<file path="config.mk">
export PLATFORM = sky130hd
export DESIGN_NAME = binary_mul_seq
export DESIGN_NICKNAME = d
export VERILOG_FILES = /design/src/rtl/binary_mul_pkg.sv /design/src/rtl/binary_mul_addsub.sv /design/src/rtl/binary_mul_seq.sv
export SDC_FILE = /design/constraint.sdc
export NUM_CORES = 1
export LEC_CHECK = 0
export CAP_MARGIN = 10
export CORE_MARGIN = 2
export CORE_UTILIZATION = 57
export DETAILED_ROUTE_END_ITERATION = 8
export HOLD_SLACK_MARGIN = 0.1
export PLACE_DENSITY_LB_ADDON = 0.25
export SETUP_SLACK_MARGIN = 0.05
export SLEW_MARGIN = 30
export SYNTH_ARGS = -nofsm -noshare
export SYNTH_HDL_FRONTEND = slang
export SYNTH_SLANG_ARGS = --single-unit
</file>
<file path="constraint.sdc">
create_clock -name clk -period 5.1 [get_ports clk]
set_input_delay 0.51 -clock clk [delete_from_list [all_inputs] [get_ports clk]]
set_output_delay 0.51 -clock clk [all_outputs]
set_load 0.01 [all_outputs]
</file>
<file path="src/rtl/binary_mul_pkg.sv">
// ---------------------------------------------------------------------------
// binary_mul_pkg : shared types and helpers for the shift-add multiplier
// Rev 1.0
// ---------------------------------------------------------------------------
`default_nettype none

package binary_mul_pkg;

  localparam int DEFAULT_WIDTH = 8;

  typedef enum logic [0:0] {
    IDLE = 1'b0,
    RUN  = 1'b1
  } state_e;

  // Counter must address bits 0..WIDTH-1; never narrower than one bit.
  function automatic int cnt_width(input int w);
    return (w < 2) ? 1 : $clog2(w);
  endfunction

endpackage

`default_nettype wire

</file>
<file path="src/rtl/binary_mul_addsub.sv">
// ---------------------------------------------------------------------------
// binary_mul_addsub : accumulator +/- one extended, shifted partial product
// Rev 1.0
// ---------------------------------------------------------------------------
`default_nettype none

module binary_mul_addsub #(
  parameter int WIDTH = 8,
  parameter int CNT_W = 3
) (
  input  logic [2*WIDTH-1:0] acc_i,
  input  logic [WIDTH-1:0]   a_i,
  input  logic               b_bit_i,
  input  logic               signed_i,
  input  logic [CNT_W-1:0]   shift_i,
  input  logic               sub_i,
  output logic [2*WIDTH-1:0] sum_o
);

  logic [2*WIDTH-1:0] a_ext;
  logic [2*WIDTH-1:0] pp;

  always_comb begin
    a_ext = signed_i ? {{WIDTH{a_i[WIDTH-1]}}, a_i} : {{WIDTH{1'b0}}, a_i};
    pp    = b_bit_i ? (a_ext << shift_i) : '0;
    // Subtraction realises the negative weight of B's MSB in signed mode.
    sum_o = sub_i ? (acc_i - pp) : (acc_i + pp);
  end

endmodule

`default_nettype wire

</file>
<file path="src/rtl/binary_mul_seq.sv">
// ---------------------------------------------------------------------------
// binary_mul_seq : WIDTH-cycle shift-add multiplier, signed/unsigned per op
// Rev 1.0
// ---------------------------------------------------------------------------
`default_nettype none

module binary_mul_seq
  import binary_mul_pkg::*;
#(
  parameter int WIDTH = DEFAULT_WIDTH
) (
  input  logic               clk,
  input  logic               rst,
  input  logic               en,
  input  logic               start,
  input  logic               signed_mode,
  input  logic [WIDTH-1:0]   a_in,
  input  logic [WIDTH-1:0]   b_in,
  output logic               busy,
  output logic               done,
  output logic [2*WIDTH-1:0] product
);

  localparam int               CNT_W    = cnt_width(WIDTH);
  localparam logic [CNT_W-1:0] LAST_CNT = CNT_W'(WIDTH - 1);

  state_e             state_q, state_d;
  logic [CNT_W-1:0]   cnt_q, cnt_d;
  logic [2*WIDTH-1:0] acc_q, acc_d;
  logic [WIDTH-1:0]   a_q, a_d;
  logic [WIDTH-1:0]   b_q, b_d;
  logic               sgn_q, sgn_d;
  logic [2*WIDTH-1:0] product_q, product_d;
  logic               done_q, done_d;

  logic               last_step;
  logic [2*WIDTH-1:0] acc_next;

  assign last_step = (cnt_q == LAST_CNT);

  binary_mul_addsub #(
    .WIDTH (WIDTH),
    .CNT_W (CNT_W)
  ) u_addsub (
    .acc_i    (acc_q),
    .a_i      (a_q),
    .b_bit_i  (b_q[cnt_q]),
    .signed_i (sgn_q),
    .shift_i  (cnt_q),
    .sub_i    (sgn_q & last_step),
    .sum_o    (acc_next)
  );

  always_comb begin
    state_d   = state_q;
    cnt_d     = cnt_q;
    acc_d     = acc_q;
    a_d       = a_q;
    b_d       = b_q;
    sgn_d     = sgn_q;
    product_d = product_q;
    done_d    = done_q;

    // With en low every register keeps its value, including the done pulse.
    if (en) begin
      done_d = 1'b0;
      case (state_q)
        IDLE: begin
          if (start) begin
            a_d     = a_in;
            b_d     = b_in;
            sgn_d   = signed_mode;
            acc_d   = '0;
            cnt_d   = '0;
            state_d = RUN;
          end
        end
        RUN: begin
          acc_d = acc_next;
          cnt_d = cnt_q + 1'b1;
          if (last_step) begin
            product_d = acc_next;
            done_d    = 1'b1;
            cnt_d     = '0;
            state_d   = IDLE;
          end
        end
        default: state_d = IDLE;
      endcase
    end
  end

  always_ff @(posedge clk or posedge rst) begin
    if (rst) begin
      state_q   <= IDLE;
      cnt_q     <= '0;
      acc_q     <= '0;
      a_q       <= '0;
      b_q       <= '0;
      sgn_q     <= 1'b0;
      product_q <= '0;
      done_q    <= 1'b0;
    end else begin
      state_q   <= state_d;
      cnt_q     <= cnt_d;
      acc_q     <= acc_d;
      a_q       <= a_d;
      b_q       <= b_d;
      sgn_q     <= sgn_d;
      product_q <= product_d;
      done_q    <= done_d;
    end
  end

  assign busy    = (state_q == RUN);
  assign done    = done_q;
  assign product = product_q;

endmodule

`default_nettype wire

</file>
# Yosys cells after proc, flatten, opt, wreduce, memory -nomap -nowiden

Cells that the tools add are included.
Widths: inputs -> output; s select.

Bits in registers: 54

$add $sub $neg: 3
Order comparisons: 1
Equal/unequal tests: 2
Shift-type cells: 1
Mux-type cells: 15
Bitwise gates (word level): 2
Reduce and logical (&&, ||, !) cells: 3

Operators with widths:

| kind                | number |
|---|---|
| $mux 16             | 4 |
| $pmux 16 s2         | 1 |
| $add 16x16->16      | 1 |
| $shl 16x3->16       | 1 |
| $sub 16x16->16      | 1 |
| $mux 3              | 2 |
| $pmux 3 s2          | 1 |
| $reduce_and 3->1    | 2 |
| $mux 1              | 5 |
| $lt 3x4->1 const B  | 1 |
| $add 3x1->3 const B | 1 |
| $bmux 1 s3          | 1 |
| $eq 3x3->1 const B  | 1 |
| $ne 2x2->1 const B  | 1 |
| $pmux 1 s2          | 1 |
| $reduce_and 2->1    | 1 |
| $and 1x1->1         | 1 |
| $not 1->1           | 1 |

# Depth between registers and ports, before layout

Gate-level depths: netlist (run 1).

Depth in word-level cells: 6
Gate-level depth with buffers: 20
Gate-level depth less buffers: 17

# Modules after synthesis

Synthesis (run 1) repeated with hierarchy kept, for this count alone.

Cells, all modules: 378
Area, all modules: 3871.2 um^2

By module, submodules not included:

| module            | instances | cells each | area an instance (um^2) | sequential area each (um^2) |
|---|---|---|---|---|
| binary_mul_seq    | 1         | 129        | 2114.5                  | 1351.3 |
| binary_mul_addsub | 1         | 249        | 1756.7                  | 0.0 |

# Worst setup path before layout (run 1)

No wires, ideal clock.

Kind: register to register
Start point: reg cnt_q[0]
End point: reg product_q[13], in the netlist product[13]
Setup time: 134 ps
Arrival time: 3832 ps
Path slack: 1133 ps
Stages on the path, launching flop included: 20
Cells stage by stage: dfrtp_1 buf_6 buf_4 inv_1 mux2_2 nor2_1 nand2_1 ha_1 nand2_1 o21ai_0 inv_1 ha_1 nor2b_1 o31a_1 o41a_1 a211o_1 a31oi_1 o21bai_1 xnor2_1 o21ai_0

Cells in the longest elaborated chain, start to end: 5
Elaborated cells on any way between the ends: 10
Classes of those cells: add/sub: 2; eq/ne: 1; shift: 1; mux: 4; bitwise: 1; reduce/logical: 1

RTL lines:

| what                                             | RTL line                | text |
|---|---|---|
| start: declaration                               | binary_mul_seq.sv:28    | `logic [CNT_W-1:0] cnt_q, cnt_d;` |
| start signal: assignment                         | binary_mul_seq.sv:105   | `cnt_q <= cnt_d;` |
| $bmux 1 s3                                       | binary_mul_seq.sv:47    | `.b_bit_i (b_q[cnt_q]),` |
| $mux 1 (not written as such)                     | binary_mul_seq.sv:47    |  |
| $mux 16                                          | binary_mul_addsub.sv:25 | `pp = b_bit_i ? (a_ext << shift_i) : '0;` |
| $add 16x16->16 or $sub 16x16->16 (tied branches) | binary_mul_addsub.sv:27 | `sum_o = sub_i ? (acc_i - pp) : (acc_i + pp);` |
| $mux 16                                          | binary_mul_addsub.sv:27 |  |
| end signal: assignment                           | binary_mul_seq.sv:110   | `product_q <= product_d;` |
| end: declaration                                 | binary_mul_seq.sv:33    | `logic [2*WIDTH-1:0] product_q, product_d;` |

Several ways; a longest one is shown, not always the timed one. The select of a mux whose other input is x is not followed.
A chain may end at the register's enable or synchronous reset.

# Final worst setup path (run 1)

Start point: reg cnt_q[1]
End point: reg product_q[14], in the netlist product[14]

The elaborated chain is that of the path after synthesis.

==> results of run 1 <==
-- per-stage QoR --
step | cell area, um2 | utilization | setup WS [ns] | std cells
finish | 4140 | 0.659 | 0.621 | 493
global route | 4140 | 0.659 | 0.0901 | 493
CTS | 4140 | 0.659 | 0.561 | 493
detailed placement | 4060 | 0.646 | 0.565 | 486
global placement | 4050 | 0.646 | 0.688 | 486
floorplan | 3650 | - | 1.13 | 386
-- layout make-up --
| cell class | instances | share of cell area |
|---|---|---|
| Inverter | 10 | 0.00968 |
| Tap cell | 77 | 0.0233 |
| Multi-Input combinational cell | 306 | 0.527 |
| Timing Repair Buffer | 39 | 0.0938 |
| Clock buffer | 6 | 0.0175 |
| Sequential cell | 54 | 0.327 |
| Clock inverter | 1 | 0.00181 |
-- how the worst min path moves through the flow --
stage,from,endpoint
floorplan,acc_q[0],acc_q[0]
global placement,product[11],product[11]
detailed placement,product[11],product[11]
CTS,product[11],product[11]
global route,product[6],product[6]
finish,product[11],product[11]
-- worst max-delay path: stages (launching register included) --
cell      delay [ns]
dfrtp_1         0.91
mux2_2          0.46
a21o_1          0.22
a31oi_1         0.35
nand2b_1        0.20
nor4b_1         0.57
nor2_1          0.10
xor2_1          0.19
ha_1            0.24
or3_1           0.36
a211o_1         0.23
a31oi_1         0.19
xor2_1          0.19
o21ai_0         0.10
-- repair_timing --
item | CTS | global route
resized for setup | 0 | 1
setup endpoints to repair | 0 | 2
setup buffers | 0 | 0
-- routing by layer --
metal  track usage  routed length [um]
met2         0.382                3600
met4        0.0880                 175
met1         0.290                3490
met3        0.0366                 223
met5             0                   0
-- synthesized netlist by cell type, types with 4 or more instances --
cell type / n / area (um2)
clkbuf_1: 10 / 37.5
nand3_1: 10 / 50.1
inv_1: 10 / 37.5
o31ai_1: 4 / 30.0
xor2_1: 9 / 78.8
nor2_1: 16 / 60.1
a22o_1: 4 / 35.0
nor3_1: 4 / 20.0
mux4_2: 5 / 113
mux2i_1: 6 / 60.1
o21ai_0: 40 / 200
a31oi_1: 7 / 43.8
nand2b_1: 5 / 31.3
nand2_1: 64 / 240
a21o_1: 7 / 52.6
dfrtp_1: 54 / 1350
a21oi_1: 16 / 80.1
mux2_2: 24 / 270
xnor2_1: 14 / 123
ha_1: 18 / 225
-- state kept, by name, summed over array words and instances, names as in the netlist --
| name | cells |
|---|---|
| a_q | 8 |
| b_q | 8 |
| cnt_q | 3 |
| product | 16 |
| sgn_q | 1 |
| acc_q | 16 |
| done | 1 |
| busy | 1 |
-- cell families after synthesis --
group           Yosys count
flops                    54
fa+ha+maj                19
mux                      37
xor+xnor                 23
compound gates          107
buf+inv                  26
simple gates            120
==> out/qor.yml, run 1 <==
status:
  status: "complete, no violations"
global_route:
  grt_start_max_net_pins: 55
  grt_pass1_wl_mm: 13.2
  grt_overflow: 0
  grt_usage: 0.226
  antenna_found_initial: 0
  grt_pass1_vias: 2879
timing:
  whs_ns: 0.482
  report.final.hold_viol_count: 0
  period_share: 0.878
  drv_slew: 0
  fin_worst_skew_ns: 0.0126
  fmax_mhz: 223
  fin_crit_ns: 4.48
  maxSlewHeadroom: 0.405
  tns_ns: 0
  worst_pin_slew_ns: 0.891
  setup_violations: 0
  rsz0062_at_grt: "false"
clocking:
  clockBufferDepth: 2
  clock_sinks: 54
  cts_buffers: 5
  cts-root-buf: "clkbuf_8"
  clk_latency_ns: 0.31
  clkSlewWorstSetupHoldPaths_ns: 0.09
  htree_levels: 2
  tritoncts: "yes"
  postCtsHoldBufs: 0
yosys:
  avgSynthCellArea_um2: 9.46
  ys.flop_type: "dfrtp_1"
  syn_inst: 386
  synth-compound-area-share: 0.191
  ys_seq_area_frac: 0.370
  synth_simple_gate_area_frac: 0.148
  yosys-mux-area-fraction: 0.136
  syn_nets: 426
  yosysUniqueCellTypes: 56
  synth_top_family_by_area: "compound AO/OA/AOI/OAI gates"
  synthAdderAreaFrac: 0.0672
  syn_area_um2: 3650
  synth_edf_count: 0
  synthArstFlopShare: 1.00
  ys.warnings.count: 0
  synth_seq_cells: 54
  synth_xor_area_frac: 0.0552
place:
  numPortBuffers: 38
  gp_congestion: 0.908
  hpwlAfterDp_mm: 5.67
final_layout:
  syn_to_final_growth_pct: 13.3
  final_layout_size_suffix_gt1_frac: 0.101
  layout_commonest_cell: "nand2_1"
  seq_area_um2: 1350
  final_cell_mix: "64 x nand2_1, 53 x dfrtp_1, 40 x o21ai_0, 38 x clkdlybuf4s50_1, 24 x mux2_2"
  num-fill-cells: 541
  fin_nets: 456
  diodes: 0
  multi_input_area_um2: 2180
die:
  die_w_um: 84.0
  initial_core_util: 0.582
  dieArea_um2: 7060
  io_pins: 39
  die_y_um: 84.0
  row_count: 29
  core_um2: 6280
critical_path:
  r2r_end: "product[14]"
  critPathCaptureType: "flop"
  crit_fanout: 25
  rrSetupSlack_ns: 0.62
  path_class: "flop to flop"
  cp_data_required_time_ns: 5.25
  crit_end: "product[14]"
  cp-start-kind: "flop"
  r2r_start: "cnt_q[1]"
  critPathLaunch: "cnt_q[1]"
  worst_ep_arrival_time_ns: 4.63
  reg2reg_depth: 13
routing:
  wl_per_cell_um: 15.2
  vias: 2886
  vias_per_cell: 5.85
  drt_wl_total_mm: 7.49
  drc: 0
  drt_iter0_drc: 103
  drt-pass1-iter-count: 4
  ant_nets: 0
hold_path:
  hp-class: "flop to flop"
  worstHoldPathCells: 2
flow_run:
  maxCapViolCount: 0
Power of run 1 is left out: the tool's default activity adds up to more than one toggle a clock period on the data nets, which glitch-free logic cannot reach.
==> run 2, diff against run 1 <==
Settings changed: CORE_UTILIZATION 57 to 45.
Clock period 5.1 ns to 4.1 ns, I/O delays scaled along.
==> run 2 against run 1 <==
  * Clock-buffer cell count unchanged
  * Non-clock buffer count is 26 higher
  * Via count grew 6.3%
  * Global-route usage is 3.2 points lower
  * Register-to-register slack got worse by 0.37 ns
  * Sequential share of layout area fell by 2.2 points
  * First-iteration DRC count rose by 57%
  * Largest cell class unchanged
  * Highest routed layer unchanged
==> out/qor.yml, run 2 (same netlist as run 1, synthesis figures left out) <==
place:
  dp.cells: 529
  hpwlAfterDp_mm: 6.06
  numPortBuffers: 38
  gp_congestion: 0.919
die:
  die_y_um: 94.1
  dieArea_um2: 8850
  initial_core_util: 0.468
  io_pins: 39
  core_um2: 7810
  die_w_um: 94.1
  row_count: 32
clocking:
  clock_sinks: 54
  cts-root-buf: "clkbuf_8"
  tritoncts: "yes"
  clk_latency_ns: 0.31
  clkSlewWorstSetupHoldPaths_ns: 0.11
  cts_buffers: 5
  htree_levels: 2
  clockBufferDepth: 2
  postCtsHoldBufs: 0
routing:
  drc: 0
  drt_iter0_drc: 162
  vias: 3068
  drt-pass1-iter-count: 5
  wl_per_cell_um: 14.8
  ant_nets: 0
  drt_wl_total_mm: 8.06
  vias_per_cell: 5.64
timing:
  setup_violations: 0
  rsz0062_at_grt: "false"
  drv_slew: 0
  report.final.hold_viol_count: 0
  tns_ns: 0
  period_share: 0.938
  whs_ns: 0.485
  maxSlewHeadroom: 0.467
  fmax_mhz: 260
  fin_crit_ns: 3.84
  fin_worst_skew_ns: 0.0114
  worst_pin_slew_ns: 0.796
global_route:
  grt_pass1_vias: 2876
  antenna_found_initial: 0
  grt_overflow: 0
  grt_pass1_wl_mm: 13.7
  grt_start_max_net_pins: 55
  grt_usage: 0.194
final_layout:
  fin_nets: 482
  final_layout_size_suffix_gt1_frac: 0.195
  stdcell_count: 544
  final_cell_mix: "61 x nand2_1, 51 x dfrtp_1, 38 x o21ai_0, 38 x clkdlybuf4s50_1, 25 x buf_4"
  diodes: 0
  layout_commonest_cell: "nand2_1"
  syn_to_final_growth_pct: 21.7
status:
  status: "complete, no violations"
hold_path:
  hp-class: "flop to flop"
critical_path:
  worst_ep_arrival_time_ns: 4.03
  critPathCaptureType: "flop"
  cp_data_required_time_ns: 4.29
  crit_fanout: 6
  cp-start-kind: "flop"
  path_class: "flop to flop"
flow_run:
  maxCapViolCount: 0
-- run 2: changes by cell type in the layout (fill, tap and decap cells not counted), sizes merged --
cell,before,now
buf,1,27
-- run 2: stage by stage --
| stage | worst slack, ns | util | area [um2] |
|---|---|---|---|
| finish | 0.256 | 0.569 | 4440 |
| global route | 0.00836 | 0.569 | 4440 |
| CTS | 0.0509 | 0.551 | 4300 |
| detailed placement | 0.0810 | 0.540 | 4220 |
| global placement | 0.145 | 0.540 | 4220 |
| floorplan | 0.133 | - | 3650 |
-- run 2: layout make-up --
cell class                 count  area [um2]
tap                          102         128
clock buffer                   6        72.6
fill                         699        3360
multi-input combinational    306        2250
sequential                    54        1360
timing repair buffer          65         591
clock inverter                 1        7.51
inverter                      10        37.5
-- run 2: path summary, 6_finish.rpt --
check                                 from           to  slack (ns)  cells past startpoint
worst max-delay path              cnt_q[0]  product[15]        0.26                     14
worst min-delay path            product[4]   product[4]        0.48                      2
worst max register to register    cnt_q[0]  product[15]        0.26                     14
worst min register to register  product[4]   product[4]        0.48                      2
max in group asynchronous              rst     cnt_q[0]        3.02                      3
min in group asynchronous              rst       b_q[5]        0.60                      3
-- run 2: critical path, stage by stage, from the launching register on --
cell and delay, ns:
dfrtp_2 0.45, buf_4 0.18, mux4_2 0.55, nand3_1 0.14, o31ai_1 0.13, or2_1 0.26, o41a_1 0.48, a21o_1 0.19
a22oi_1 0.18, ha_2 0.34, a21o_1 0.18, a211oi_1 0.24, o22a_1 0.18, xnor2_1 0.15, o21ai_1 0.09
-- run 2: repair_timing --
item,4_1_cts,5_1_grt
hold endpoints to repair,0,0
setup endpoints to repair,0,14
resized for setup,0,27
buffers inserted,0,8
-- run 2: layer usage --
metal / track usage / up-vias / wire, um
met1: 0.266 / 1464 / 3840
met5: 0 / - / 0
li1: - / 1512 / -
met4: 0.0495 / 0 / 127
met2: 0.320 / 79 / 3790
met3: 0.0345 / 13 / 298
Power of run 2 is left out for the same reason.
